===== config.mk =====
export PLATFORM = sky130hd
export DESIGN_NAME = avg_triplet_frontend
export DESIGN_NICKNAME = d
export VERILOG_FILES = /design/src/rtl/avg_pkg.sv /design/src/rtl/avg_result_fifo.sv /design/src/rtl/avg_triplet_frontend.sv
export SDC_FILE = /design/constraint.sdc
export NUM_CORES = 1
export LEC_CHECK = 0
export CAP_MARGIN = 30
export CORE_MARGIN = 5
export CORE_UTILIZATION = 40
export CTS_BUF_LIST = sky130_fd_sc_hd__clkbuf_4 sky130_fd_sc_hd__clkbuf_8
export CTS_CLUSTER_DIAMETER = 120
export DETAILED_ROUTE_END_ITERATION = 8
export PLACE_DENSITY_LB_ADDON = 0.1
export SYNTH_ARGS = -nofsm -noshare
export SYNTH_HDL_FRONTEND = slang
export SYNTH_HIERARCHICAL = 1
export SYNTH_SLANG_ARGS = --single-unit

===== constraint.sdc =====
create_clock -name clk -period 2.4 [get_ports clk]
set_clock_uncertainty 0.2 [all_clocks]
set_input_delay 0.6 -clock clk [delete_from_list [all_inputs] [get_ports clk]]
set_output_delay 0.6 -clock clk [all_outputs]
set_load 0.01 [all_outputs]

===== src/rtl/avg_pkg.sv =====
// Shared types and defaults for the averaging-pipeline front end.
package avg_pkg;
  typedef logic [7:0] sample_t;
  typedef enum logic [1:0] {COLL_A, COLL_B, COLL_C} coll_state_e;
  localparam int unsigned AVG_PIPE_LAT = 3;
endpackage


===== src/rtl/avg_result_fifo.sv =====
// First-word-fall-through result FIFO with registered head/valid outputs.
module avg_result_fifo #(
  parameter int unsigned DEPTH = 4,
  parameter int unsigned WIDTH = 8
) (
  input  logic             clk,
  input  logic             rst,
  input  logic             in_valid,
  output logic             in_ready,
  input  logic [WIDTH-1:0] in_data,
  output logic             out_valid,
  input  logic             out_ready,
  output logic [WIDTH-1:0] out_data
);
  localparam int unsigned AW = (DEPTH > 1) ? $clog2(DEPTH) : 1;
  localparam int unsigned CW = $clog2(DEPTH + 1);

  logic [WIDTH-1:0] mem [DEPTH];
  logic [AW-1:0]    wr_ptr, rd_ptr, rd_next;
  logic [CW-1:0]    count, count_next;
  logic [WIDTH-1:0] head_next;
  logic             wr, rd;

  assign in_ready = (count != CW'(DEPTH)) || out_ready;
  assign wr       = in_valid && in_ready;
  assign rd       = out_valid && out_ready;

  // A write only becomes the new head when it lands in the slot the read pointer moves to.
  always_comb begin
    rd_next    = rd ? rd_ptr + AW'(1) : rd_ptr;
    count_next = count;
    if (wr && !rd)      count_next = count + CW'(1);
    else if (!wr && rd) count_next = count - CW'(1);
    head_next = '0;
    if (count_next != '0)
      head_next = (wr && (wr_ptr == rd_next)) ? in_data : mem[rd_next];
  end

  always_ff @(posedge clk) begin
    if (wr) mem[wr_ptr] <= in_data;
  end

  always_ff @(posedge clk or posedge rst) begin
    if (rst) begin
      wr_ptr    <= '0;
      rd_ptr    <= '0;
      count     <= '0;
      out_valid <= 1'b0;
      out_data  <= '0;
    end else begin
      if (wr) wr_ptr <= wr_ptr + AW'(1);
      rd_ptr    <= rd_next;
      count     <= count_next;
      out_valid <= (count_next != '0);
      out_data  <= head_next;
    end
  end
endmodule


===== src/rtl/avg_triplet_frontend.sv =====
// Packs serial samples into triples for the averaging pipeline and buffers its results.
// Optional synchronous flush input enabled by defining TRIPLET_FLUSH_EN.
module avg_triplet_frontend
  import avg_pkg::*;
#(
  parameter int unsigned PIPE_LAT   = AVG_PIPE_LAT,
  parameter int unsigned FIFO_DEPTH = 4
) (
  input  logic    clk,
  input  logic    rst,
`ifdef TRIPLET_FLUSH_EN
  input  logic    flush,
`endif
  input  logic    in_valid,
  output logic    in_ready,
  input  sample_t in_data,
  output sample_t a,
  output sample_t b,
  output sample_t c,
  input  sample_t avg,
  output logic    out_valid,
  input  logic    out_ready,
  output sample_t out_data
);
  localparam int unsigned CW = $clog2(FIFO_DEPTH + 1);

  coll_state_e         state;
  sample_t             hold_a, hold_b;
  logic                issue;
  logic [PIPE_LAT-1:0] shadow;
  logic [CW-1:0]       credits;
  logic                flush_act, accept, take, pop, fifo_wr_ready;

`ifdef TRIPLET_FLUSH_EN
  assign flush_act = flush && (state != COLL_A);
`else
  assign flush_act = 1'b0;
`endif

  assign in_ready = !flush_act && ((state != COLL_C) || (credits != '0));
  assign accept   = in_valid && in_ready;
  assign take     = accept && (state == COLL_C);
  assign pop      = out_valid && out_ready;

  always_ff @(posedge clk or posedge rst) begin
    if (rst) begin
      state   <= COLL_A;
      hold_a  <= '0;
      hold_b  <= '0;
      a       <= '0;
      b       <= '0;
      c       <= '0;
      issue   <= 1'b0;
      credits <= CW'(FIFO_DEPTH);
    end else begin
      issue <= 1'b0;
      if (flush_act) begin
        state <= COLL_A;
      end else if (accept) begin
        case (state)
          COLL_A: begin
            hold_a <= in_data;
            state  <= COLL_B;
          end
          COLL_B: begin
            hold_b <= in_data;
            state  <= COLL_C;
          end
          COLL_C: begin
            a     <= hold_a;
            b     <= hold_b;
            c     <= in_data;
            issue <= 1'b1;
            state <= COLL_A;
          end
          default: state <= COLL_A;
        endcase
      end
      // Credits cover FIFO occupancy plus in-flight triples.
      if (pop && !take)      credits <= credits + CW'(1);
      else if (!pop && take) credits <= credits - CW'(1);
    end
  end

  always_ff @(posedge clk or posedge rst) begin
    if (rst) begin
      shadow <= '0;
    end else begin
      shadow[0] <= issue;
      for (int unsigned i = 1; i < PIPE_LAT; i++) shadow[i] <= shadow[i-1];
    end
  end

  avg_result_fifo #(
    .DEPTH (FIFO_DEPTH),
    .WIDTH (8)
  ) u_fifo (
    .clk       (clk),
    .rst       (rst),
    .in_valid  (shadow[PIPE_LAT-1] && fifo_wr_ready),
    .in_ready  (fifo_wr_ready),
    .in_data   (avg),
    .out_valid (out_valid),
    .out_ready (out_ready),
    .out_data  (out_data)
  );
endmodule

==> results of run 1 <==
[layout make-up]
type / count / area, um2 / share of cell area
clock buffers: 14 / 173.9 / 0.03050
clock inverters: 2 / 13.76 / 0.002413
inverters: 14 / 65.06 / 0.01141
multi-input cells: 181 / 1743 / 0.3056
flip-flops and latches: 97 / 2590 / 0.4541
well taps: 140 / 175.2 / 0.03072
repair buffers: 100 / 942.2 / 0.1652
[metal layers]
layer | routed length (um) | GRT usage | up-vias | part of all wire
met5 | 0 | 0 | - | 0
met4 | 87 | 0.04930 | 0 | 0.0094
met3 | 444 | 0.04211 | 8 | 0.048
met1 | 4198 | 0.1986 | 1432 | 0.45
li1 | - | - | 1345 | -
met2 | 4545 | 0.2411 | 49 | 0.49
[power groups by stage]
stage          Sequential, mW  Clock, mW  Combinational [mW]
2_1_floorplan            2.74          0                1.89
3_3_place_gp             2.70          0                3.09
3_5_place_dp             2.71          0                3.15
4_1_cts                  2.70       1.06                3.20
5_1_grt                  2.79       1.13                3.64
6_report                 2.70       1.01                3.31
[worst paths after layout]
path / from / end / slack (ns) / depth (start not counted)
min in group asynchronous: rst / credits[0] / 0.36 / 2
setup / recovery: out_ready / u_fifo/out_data[7] / -0.02 / 9
hold reg to reg: issue / shadow[0] / 0.15 / 0
setup reg to reg: u_fifo/count[1] / u_fifo/out_data[7] / 0 / 11
max in group asynchronous: rst / hold_b[0] / 1.14 / 3
hold / removal: issue / shadow[0] / 0.15 / 0
[logic make-up after synthesis]
kind of cell	after synthesis
AOI/OAI and AO/OA	54
xor gates and xnor gates	8
adders and majority gates	9
buffers and inverters	36
DFF	97
muxes	58
and+or+nand+nor	52
[metrics by stage]
stage / instances / setup WS (ns) / hold WS (ns)
2_1_floorplan: 314 / -0.1205 / 0.1312
3_3_place_gp: 525 / -0.3708 / 0.1376
3_5_place_dp: 525 / -0.4077 / 0.1347
4_1_cts: 543 / 0.009375 / 0.1543
5_1_grt: 548 / -0.07197 / 0.1617
6_report: 548 / -0.01568 / 0.1480
[layout by cell type (no fill, tap or decap), drive strengths merged, types with 3 or more instances in the layout]
master / count
and3: 6
xor2: 4
nor4bb: 4
o31ai: 7
a2bb2oi: 8
inv: 14
nand4b: 7
and4bb: 3
nor2: 10
a31oi: 5
mux2: 43
mux2i: 15
clkdlybuf4s50: 51
xnor2: 4
buf: 47
edfxtp: 32
a211oi: 22
and2: 3
nand2: 3
clkbuf: 14
ha: 8
dfrtp: 64
nor3: 4
[flip-flops by register name, indices dropped and copies added, names as in the netlist]
name and flops:
u_fifo/mem 32, a 8, b 8, c 8
hold_a 8, hold_b 8, u_fifo/out_data 8, credits 3
shadow 3, u_fifo/count 3, state 2, u_fifo/rd_ptr 2
u_fifo/wr_ptr 2, issue 1, u_fifo/out_valid 1
[critical path, cell delays in order]
cell,delay [ns]
clkdlybuf4s50_1,0.43
nand2b_4,0.15
and2_4,0.17
mux2_2,0.26
and3_4,0.16
a221oi_4,0.24
nor3_4,0.11
buf_4,0.15
a211oi_2,0.20
[timing repair]
item	in CTS	in global routing
hold endpoints to repair	0	0
endpoints found under the setup margin	11	11
pin swaps	3	6
buffers inserted	2	5
resized for setup	8	11
==> flow_metrics.tcl, run 1 <==
set metrics [dict create \
    path_class "in -> reg" \
    yosysTopAreaCell "dfrtp_1" \
    powerDensity_nw_per_um2 1232 \
    min_period_ns 2.416 \
    leakagePower_nw 2.380 \
    nFillCells 943 \
    ctsHoldBuffers 0 \
    clk_latency_ns 0.35 \
    period_share 1.007 \
    placed_cell_area_um2 5378 \
    drt_iter0_drc 110 \
    grt_usage 0.1506 \
    synthesis.nets 343 \
    start_kind "input port" \
    min-delay-path-class "reg -> reg" \
    violations "setup timing" \
    synth_top_family_by_area "multiplexers" \
    yosysSeqAreaShare 0.5833 \
    p_int_mw 4.661 \
    fin_util 0.5261 \
    io_buffers 53 \
    drc_errors 0 \
    max_freq_mhz 414.0 \
    dp_hpwl_um 6299 \
    cts_buffers 9 \
    synth_top_area_share 0.3609 \
    yosys_warnings 6 \
    slew_headroom 0.7510 \
    cts_sinks 97 \
    dieHeight_um 115.3 \
    hold_viol 0 \
    htree_levels 3 \
    drv_slew 0 \
    muxShareOfSynthArea 0.1429 \
    vias 2834 \
    start_util 0.4094 \
    diodes 0 \
    synthAdderAreaFrac 0.02707 \
    overflow 0 \
    ir_drop_uv 549.5 \
    row_count 38 \
    grt_pass1_wl_um 15640 \
    drv_cap 0 \
    rsz0062_at_grt "true" \
    clock_path_buffers 2 \
    via_per_inst 5.172 \
    die_w_um 115.3 \
    swShare 0.3366 \
    status "finished with violations" \
    cp-end-kind "flip-flop" \
    finalInstanceArea_um2 5703 \
    grt_pass1_vias 3008 \
    nets 432 \
    syn_inst 314 \
    synthFlopType "dfrtp_1" \
    grt_max_degree 35 \
    ios 54 \
    worst_slew_pin_slew_ns 0.3730 \
    layout-drive-gt1-share 0.2941 \
    p_seq_frac 0.384 \
    p_comb_frac 0.472 \
    drt-total-wl_um 9275 \
    drt-wirelength-per-cell_um 16.93 \
    tritoncts "built" \
    gp_congestion 0.7369 \
    synth-compound-area-share 0.09614 \
    ys_top_cells_by_area "dfrtp_1 36%, edfxtp_1 22%, mux2_2 6.3%" \
    drt_pass1_iterations 4 \
    synth-edff-count 32 \
    synth.cell_area_um2 4438 \
    crit_path_max_fanout 6 \
    syn_to_final_growth_pct 28.50 \
    setup_tns_ns -0.01568 \
    die-area_um2 13300 \
    p_switching_mw 2.365 \
    finalPower_mw 7.026 \
    setup_viol 1 \
    clkPwrFrac 0.144 \
    async_flop_share 0.6701 \
    core-area_um2 10840 \
    required_ns 2.47 \
    yosysUniqueCellTypes 57 \
    root_buffer "clkbuf_8" \
    synth-simple-area-share 0.08796 \
    arrival_ns 2.48 \
    yosysMostFrequentCell "dfrtp_1" \
    syn_avg_cell_area_um2 14.13 \
    synth_common_cells "64 x dfrtp_1, 32 x edfxtp_1, 25 x mux2_2" \
    ant_nets 0 \
    layout_setup_ws_ns -0.01568 \
    clkTransAtPathRegs_ns 0.09 \
    synth_xor_area_frac 0.01748 \
    yosys_register_bits 97 \
    antenna_found_initial 0 \
]
No activity file was read; power rests on OpenSTA's default activity.
==> run 2: changes to the inputs <==
CORE_MARGIN = 1.5   (was 5)
==> run 2 against run 1 <==
Effect of this change:
- the run now ends clean
- clock-buffer cell count decreased by 5
- via count is 0.49% lower
- setup slack gained 0.072 ns
- wire length shrank 3.1%
- critical path depth unchanged
- register-to-register slack gained 0.07 ns
- final cell count fell by 0.91%
- flip-flop and latch count unchanged
- global-route usage increased by 2.0 points
- design area increased by 0.31%
- critical endpoint unchanged
==> flow_metrics.tcl, run 2 (synthesis results as in run 1) <==
set metrics [dict create \
    setup_viol 0 \
    r2r_end "u_fifo/out_data[7]" \
    reg2reg_depth 11 \
    syn_to_final_growth_pct 28.90 \
    clkTransAtPathRegs_ns 0.09 \
    drv_slew 0 \
    ir_drop_uv 485.5 \
    holdWs_ns 0.1561 \
    overflow 0 \
    ant_nets 0 \
    powerDensity_nw_per_um2 1248 \
    most-common-layout-cells "62 x dfrtp_1, 51 x clkdlybuf4s50_1, 33 x buf_4" \
    leakagePower_nw 2.366 \
    grt_pass1_vias 3011 \
    finalNonFillerCells 543 \
    cp-end-kind "flip-flop" \
    rsz0062_at_grt "true" \
    drt-wirelength-per-cell_um 16.55 \
    crit_path_max_fanout 9 \
    core-area_um2 10840 \
    die-area_um2 11740 \
    row_count 38 \
    root_buffer "clkbuf_8" \
    clk_latency_ns 0.35 \
    diodes 0 \
    grt_max_degree 50 \
    worst_slew_pin_slew_ns 0.3624 \
    period_share 0.9766 \
    drv_cap 0 \
    top_register "u_fifo/mem" \
    startpoint "out_ready" \
    final_common_cell "dfrtp_1" \
    hold_viol 0 \
    sequential_cell_area_um2 2591 \
    nFillCells 951 \
    grt_pass1_wl_um 15320 \
    antenna_found_initial 0 \
    min-delay-path-class "reg -> reg" \
    place_inst 518 \
    ios 54 \
    drt_iter0_drc 101 \
    slew_headroom 0.7584 \
    path_cells "clkdlybuf4s50_1 > nand2b_4 > and2_4 > mux2_2 > and3_4 > a221oi_4 > nor3_4 > buf_12 > a211oi_2" \
    status "completed" \
    min_period_ns 2.344 \
    io_buffers 53 \
    nets 427 \
    critPathCapture "u_fifo/out_data[7]" \
    largest_reg_flops 32 \
    rr_startpoint "u_fifo/count[1]" \
    grtUsageMet3 0.05365 \
    met1_usage 0.2150 \
    gp_congestion 0.7697 \
    start_util 0.4094 \
    use_met2 0.2803 \
    drc_errors 0 \
    arrival_ns 2.42 \
    die_w_um 108.3 \
    cpPeakStageDelay_ns 0.43 \
    clock_path_buffers 2 \
    path_class "in -> reg" \
    crit_slowest_cell "clkdlybuf4s50_1" \
    drt-total-wl_um 8987 \
    dieHeight_um 108.3 \
    cts_buffers 9 \
    layout-drive-gt1-share 0.2829 \
    dp_hpwl_um 5925 \
    setup_tns_ns 0 \
    drt_pass1_iterations 4 \
    required_ns 2.47 \
    grt_usage 0.1711 \
    gr-max-usage-layer "met2" \
    vias 2820 \
    tritoncts "built" \
    via_per_inst 5.193 \
    max_freq_mhz 426.7 \
    r2r_slack_ns 0.07 \
    cts_sinks 97 \
    start_kind "input port" \
    htree_levels 3 \
    multi_input_area_um2 1730 \
]
[run 2: changes by cell type in the layout (fill, tap and decap cells not counted), sizes merged]
cell	delta
buf	-5
bufinv	+2
clkbuf	-5
clkinv	+2
inv	+1
[run 2: worst min path at each step]
stage / start / end / slack (ns) / cells after the start
finish: shadow[1] / shadow[2] / 0.16 / 0
global route: shadow[0] / shadow[1] / 0.16 / 0
CTS: shadow[1] / shadow[2] / 0.16 / 0
detailed placement: issue / shadow[0] / 0.13 / 0
global placement: shadow[0] / shadow[1] / 0.13 / 0
floorplan: issue / shadow[0] / 0.13 / 0
[run 2: power by group]
part	internal, mW	leakage [nW]	switching [mW]	total (mW)
Sequential	2.33	1.06	0.363	2.69
Clock	0.588	0.113	0.572	1.16
Combinational	1.84	1.19	1.45	3.29
[run 2: final cells by class]
type	count	share of cell area
repair buffers	95	0.1647
flip-flops and latches	97	0.4530
inverters	14	0.01137
clock buffers	9	0.02165
clock inverters	7	0.01619
multi-input cells	181	0.3025
well taps	140	0.03062
[run 2: timing repair]
action | CTS | global route
setup endpoints to repair | 12 | 12
setup buffers | 1 | 9
cloned | 0 | 0
pin swaps | 4 | 10
resized for setup | 10 | 8
hold buffers | 0 | 0
[run 2: critical path: cells and delay by family]
kind	cells	cell delay (ns)
compound gates	2	0.43
simple gates	4	0.54
mux	1	0.26
buf+inv	2	0.58
[run 2: stage by stage]
stage	utilization	worst slack (ns)	area, um2	total power [mW]
global placement	0.4935	-0.3672	5350	5.728
detailed placement	0.4935	-0.4341	5350	5.806
global route	0.5277	-0.04538	5720	7.638
floorplan	-	-0.1205	4469	4.632
CTS	0.5195	0.0007512	5632	7.120
finish	0.5277	0.05622	5720	7.137
[run 2: metal layers]
| layer | vias to the layer above | part of all wire |
|---|---|---|
| met4 | 0 | 0.013 |
| met1 | 1404 | 0.44 |
| li1 | 1337 | - |
| met2 | 68 | 0.49 |
| met5 | - | 0 |
| met3 | 11 | 0.061 |
